<file path="src/rtl/lcd_cmd_sequencer.sv">
// HD44780 bus sequencer: one command/data byte per valid/ready handshake, 8-bit or 4-bit bus.
// Defining LCD_INIT_SEQ_EN adds the power-on initialisation sequence ahead of IDLE.
module lcd_cmd_sequencer #(
    parameter int FOUR_BIT = 0,
    parameter int T_SETUP  = 2,
    parameter int E_PULSE  = 12,
    parameter int T_EXEC   = 2000,
    parameter int T_CLEAR  = 80000,
    parameter int T_PWRUP  = 750000
) (
    input  logic       clk,
    input  logic       rst,
    input  logic       cmd_valid,
    output logic       cmd_ready,
    input  logic       cmd_rs,
    input  logic [7:0] cmd_data,
    output logic       busy,
    output logic       init_done,
    output logic       lcd_rs,
    output logic       lcd_rw,
    output logic       lcd_e,
    output logic [7:0] lcd_db
);
    localparam int MAX_A = (T_SETUP > E_PULSE) ? T_SETUP : E_PULSE;
    localparam int MAX_B = (MAX_A > T_EXEC) ? MAX_A : T_EXEC;
    localparam int MAX_C = (MAX_B > T_CLEAR) ? MAX_B : T_CLEAR;
    localparam int MAX_D = (MAX_C > T_PWRUP) ? MAX_C : T_PWRUP;
    localparam int CW    = $clog2(MAX_D) + 1;

    localparam logic [CW-1:0] L_SETUP = CW'(T_SETUP - 1);
    localparam logic [CW-1:0] L_EPULS = CW'(E_PULSE - 1);
    localparam logic [CW-1:0] L_EXEC  = CW'(T_EXEC - 1);
    localparam logic [CW-1:0] L_CLEAR = CW'(T_CLEAR - 1);

    typedef enum logic [2:0] {PWRUP, IDLE, SETUP, EHIGH, SETUP2, EHIGH2, WAIT} state_t;

    state_t        state;
    logic [CW-1:0] cnt;
    logic [3:0]    lo_nib;
    logic          single;
    logic          long_wait;
    logic          load;
    logic          ld_rs;
    logic [7:0]    ld_data;
    logic          ld_single;
    logic          ld_long;

`ifdef LCD_INIT_SEQ_EN
    localparam logic [CW-1:0] L_PWRUP  = CW'(T_PWRUP - 1);
    localparam logic [3:0]    CMD_BASE = (FOUR_BIT != 0) ? 4'd4 : 4'd3;
    localparam logic [3:0]    N_STEPS  = CMD_BASE + 4'd5;
    logic [3:0] step;
`endif

    assign lcd_rw = 1'b0;

    // Next transfer source: the handshake byte, or the current init table entry while not initialised.
    always_comb begin
        ld_rs     = cmd_rs;
        ld_data   = cmd_data;
        ld_single = 1'b0;
        ld_long   = ~cmd_rs & (cmd_data[7:1] == 7'd0);
        load      = (state == IDLE) & cmd_valid & cmd_ready;
`ifdef LCD_INIT_SEQ_EN
        if (!init_done) begin
            ld_rs = 1'b0;
            if (step < 4'd3) begin
                ld_data   = 8'h30;
                ld_single = 1'b1;
                ld_long   = 1'b1;
            end else if (FOUR_BIT != 0 && step == 4'd3) begin
                ld_data   = 8'h20;
                ld_single = 1'b1;
                ld_long   = 1'b0;
            end else begin
                case (step - CMD_BASE)
                    4'd0:    ld_data = (FOUR_BIT != 0) ? 8'h28 : 8'h38;
                    4'd1:    ld_data = 8'h08;
                    4'd2:    ld_data = 8'h01;
                    4'd3:    ld_data = 8'h06;
                    default: ld_data = 8'h0C;
                endcase
                ld_long = (ld_data[7:1] == 7'd0);
            end
            load = (state == WAIT) & (cnt == '0) & (step != N_STEPS);
        end
`endif
    end

    always_ff @(posedge clk or negedge rst) begin
        if (!rst) begin
`ifdef LCD_INIT_SEQ_EN
            state <= PWRUP;
            step  <= 4'd0;
`else
            state <= IDLE;
`endif
            cnt       <= '0;
            cmd_ready <= 1'b0;
            busy      <= 1'b0;
            init_done <= 1'b0;
            lcd_rs    <= 1'b0;
            lcd_e     <= 1'b0;
            lcd_db    <= 8'h00;
            lo_nib    <= 4'h0;
            single    <= 1'b0;
            long_wait <= 1'b0;
        end else begin
            case (state)
`ifdef LCD_INIT_SEQ_EN
                PWRUP: begin
                    state <= WAIT;
                    cnt   <= L_PWRUP;
                end
`endif
                IDLE: begin
`ifndef LCD_INIT_SEQ_EN
                    init_done <= 1'b1;
`endif
                    cmd_ready <= ~load;
                    busy      <= load;
                end
                SETUP, SETUP2: begin
                    if (cnt != '0) begin
                        cnt <= cnt - 1'b1;
                    end else begin
                        state <= (state == SETUP) ? EHIGH : EHIGH2;
                        lcd_e <= 1'b1;
                        cnt   <= L_EPULS;
                    end
                end
                EHIGH, EHIGH2: begin
                    if (cnt != '0) begin
                        cnt <= cnt - 1'b1;
                    end else begin
                        lcd_e <= 1'b0;
                        if (FOUR_BIT != 0 && state == EHIGH && !single) begin
                            state  <= SETUP2;
                            lcd_db <= {lo_nib, 4'h0};
                            cnt    <= L_SETUP;
                        end else begin
                            state <= WAIT;
                            cnt   <= long_wait ? L_CLEAR : L_EXEC;
                        end
                    end
                end
                WAIT: begin
                    if (cnt != '0) begin
                        cnt <= cnt - 1'b1;
                    end else begin
`ifdef LCD_INIT_SEQ_EN
                        if (!init_done) begin
                            if (step == N_STEPS) begin
                                init_done <= 1'b1;
                                state     <= IDLE;
                                cmd_ready <= 1'b1;
                            end
                        end else begin
                            state     <= IDLE;
                            cmd_ready <= 1'b1;
                            busy      <= 1'b0;
                        end
`else
                        state     <= IDLE;
                        cmd_ready <= 1'b1;
                        busy      <= 1'b0;
`endif
                    end
                end
                default: state <= IDLE;
            endcase

            // A load overrides the case above: latch the byte and start the setup phase.
            if (load) begin
                state     <= SETUP;
                cnt       <= L_SETUP;
                lcd_rs    <= ld_rs;
                lcd_db    <= (FOUR_BIT != 0) ? {ld_data[7:4], 4'h0} : ld_data;
                lo_nib    <= ld_data[3:0];
                single    <= ld_single;
                long_wait <= ld_long;
`ifdef LCD_INIT_SEQ_EN
                if (!init_done) begin
                    step <= step + 4'd1;
                end
`endif
            end
        end
    end
endmodule
</file>
<file path="config.mk">
export PLATFORM = sky130hd
export DESIGN_NAME = lcd_cmd_sequencer
export DESIGN_NICKNAME = d
export VERILOG_FILES = /design/src/rtl/lcd_cmd_sequencer.sv
export SDC_FILE = /design/constraint.sdc
export NUM_CORES = 1
export LEC_CHECK = 0
export ABC_AREA = 1
export CORE_ASPECT_RATIO = 0.7
export CORE_MARGIN = 2
export CORE_UTILIZATION = 56
export CTS_CLUSTER_SIZE = 14
export DETAILED_ROUTE_END_ITERATION = 8
export PLACE_DENSITY = 0.79
export SKIP_LAST_GASP = 1
export SLEW_MARGIN = 20
export SYNTH_ARGS = -nofsm -noshare
export SYNTH_HDL_FRONTEND = slang
export SYNTH_SLANG_ARGS = --single-unit
</file>
<file path="constraint.sdc">
create_clock -name clk -period 2 [get_ports clk]
set_input_delay 0.3 -clock clk [delete_from_list [all_inputs] [get_ports clk]]
set_output_delay 0.3 -clock clk [all_outputs]
set_load 0.1 [all_outputs]
</file>
==> qor.csv <==
metric,value,unit
status,completed,
Clock Pin Slew Worst Setup and Hold Paths,70,ps
"top cells by area, synth","dfrtp_1 40%, nand2_1 14%, nor2_1 7.3%, inv_1 7.1%, nand3_1 4.3%",
drt first pass iters,5,
hold depth,2,
fraction of synthesized area in multiplexers,0,
largest net degree at the start of global routing,21,
Hold WS,478,ps
Reg-to-Reg End,cnt[13],
Tmin final,1920,ps
Placement Cell Area,0.00262,sq mm
worst clock skew,6.06,ps
CP startpoint kind,register,
Seq. cell area,953,sq um
CP startpoint,state[1],
First DRT Iteration DRCs,193,
drt drc,0,
RR Startpoint,state[1],
xor/xnor share of the synthesized area,0.0340,
routed wire length,5570,um
vias in the first global route,1889,
Filler cells,341,
Cell Rows,19,
GP Congestion,0.910,
CTS sink count,38,
CTS Buffer Depth,2,
combinational share of power,0.040,
HPWL after detailed placement,4250,um
"Avg Cell Area, Syn",7.29,sq um
Crit path required time,2230,ps
CTS root buffer,clkbuf_8,
Vias/cell,5.31,
multi-input combinational cell area,0.00118,sq mm
Max VDD drop,0.512,mV
layout cell share with drive strength beyond 1,0.178,
Port Buffers,24,
Worst-Skew Late Latency,290,ps
Synth Area in Compound Gates,0.110,
switching power,303,uW
fin crit share,0.962,
Max Cap Violations,0,
leading area contributor after synthesis,dfrtp_1,
"Slew Viols, Final",0,
Boundary Pins,26,
CP arrival,2150,ps
DIE HEIGHT,57.9,um
power density over the cells,501,mW/mm^2
final setup fails,0,
Die X,80.9,um
Yosys reg bits,38,
GRT Util Overall,0.256,
largest family of logic cells by synthesized area,simple AND/OR/NAND/NOR gates,
Final ANT Viol Nets,0,
routed len/inst,13.7,um
pre-CTS setup slack,102,ps
final hold violation count,0,
die area,0.00468,sq mm
synth unique cells,33,
post-synth top area share,0.399,
Nets,367,
post-synthesis simple-gate area fraction,0.341,
clock buffer count from CTS,5,
first-pass GRT wire length,9090,um
worst hold path class,register to register,
core footprint,0.00395,sq mm
initial antenna violation count,0,
via count,2155,
initial core utilization,0.588,
Worst Path Max Fanout,12,
Worst R2R Path Depth,8,
post-synthesis cell count,318,
hold endpoint,lcd_db[0],
cell leakage power,1.39,nW
worst slew pin tran,512,ps
hold path startpoint,lcd_db[0],
Ys Warns,0,
sw frac,0.221,
fmax,0.520,GHz
Setup Buffers After CTS,0,
slack of the worst reg-to-reg path,80,ps
Synth Cell Area,0.00232,sq mm
Int Power,1.07,mW
H-tree depth,2,
Synth Net Count,332,
antenna diode count,0,
WS Path Type,register to register,
Slew headroom,0.658,
design area,0.00274,sq mm
CTS tree,yes,
sequential fraction of the synthesis area,0.410,
worst setup margin,76.8,ps
gr ovfl total,0,
Post-Synth Adder-Cell Area,0.0108,
clock power share,0.401,
Syn-to-layout area delta,18.3,%
register share of total power,0.559,
critical path capture point type,register,
==> synthesized netlist by cell type, drive strengths merged <==
library cell,instances
nand2,87
nor2,51
o32ai,1
clkbuf,1
nor3,4
o21a,1
dfstp,1
o22ai,2
inv,48
or2,1
ha,2
nand3b,2
nand4,9
o21ai,29
xnor2,1
conb,1
o21bai,2
a21oi,5
nand3,21
nor3b,1
dfrtp,37
buf,3
xor2,8
==> state kept, by name, summed over array words and instances (netlist names) <==
register	count
init_done	1
lcd_rs	1
cmd_ready	1
state	3
busy	1
cnt	21
lcd_db	8
lcd_e	1
long_wait	1
==> power by group through the flow <==
stage	clock (mW)	sequential (mW)	combinational, mW
detailed placement	0	0.783	0.0546
global route	0.596	0.768	0.0607
floorplan	0	0.783	0.0138
finish	0.551	0.768	0.0549
CTS	0.557	0.768	0.0560
global placement	0	0.783	0.0539
==> metrics by stage <==
| stage | instances | utilization | setup TNS (ps) | power [mW] |
|---|---|---|---|---|
| after floorplan | 318 | - | 0 | 0.797 |
| after global placement | 397 | 0.664 | 0 | 0.837 |
| after detailed placement | 397 | 0.664 | 0 | 0.837 |
| after CTS | 406 | 0.690 | 0 | 1.38 |
| after global routing | 406 | 0.695 | -21.5 | 1.42 |
| final | 406 | 0.695 | 0 | 1.37 |
==> worst max path at each step <==
| stage | to | slack, ps | cells past startpoint |
|---|---|---|---|
| after global placement | cnt[5] | 150 | 10 |
| after detailed placement | cnt[14] | 100 | 10 |
| final | cnt[13] | 80 | 8 |
| after global routing | cnt[13] | -20 | 8 |
| after CTS | cnt[14] | 120 | 10 |
| after floorplan | cnt[1] | 250 | 8 |
==> cells by family (layout without fill, tap and decap cells) <==
| logic type | after synthesis | in the layout |
|---|---|---|
| and+or+nand+nor | 176 | 176 |
| buffers and inverters | 52 | 88 |
| AOI/OAI and AO/OA | 40 | 40 |
| DFF | 38 | 38 |
| xor gates and xnor gates | 9 | 9 |
| adders and majority gates | 2 | 2 |
| other | 1 | 1 |
==> cells in the final DEF (no fill, tap or decap), drive strengths merged, types with 4 or more instances in the layout <==
cell type and count:
a21oi 5, buf 21, clkbuf 7, clkdlybuf4s50 10
dfrtp 37, inv 48, nand2 87, nand3 21
nand4 9, nor2 51, nor3 4, o21ai 29
xor2 8
==> worst max-delay path, cell delays in order, from the launching register on <==
cell and delay (ps):
dfrtp_1 450, inv_2 70, nor3_4 300, inv_2 150
nand2_2 120, inv_1 60, nor2_2 420, nand4_1 160
nand3_1 110
==> layout make-up <==
class,count,area share
clock buffers,7,0.0315
clock inverters,1,0.00182
inverters,48,0.0657
multi-input cells,228,0.429
flip-flops and latches,38,0.347
well taps,52,0.0237
repair buffers,32,0.101
==> repair_timing <==
action                                  in CTS  in global routing
endpoints found under the setup margin       0                 15
hold buffers                                 1                  0
resized for setup                            0                  7
endpoints found under the hold margin       18                  0
==> per-layer routing <==
metal,global-route usage,vias up,part of all wire
li1,-,1074,-
met1,0.401,977,0.48
met2,0.345,93,0.42
met3,0.0685,11,0.081
met4,0.0726,0,0.015
met5,0,-,0
No activity file was read; power rests on OpenSTA's default activity.
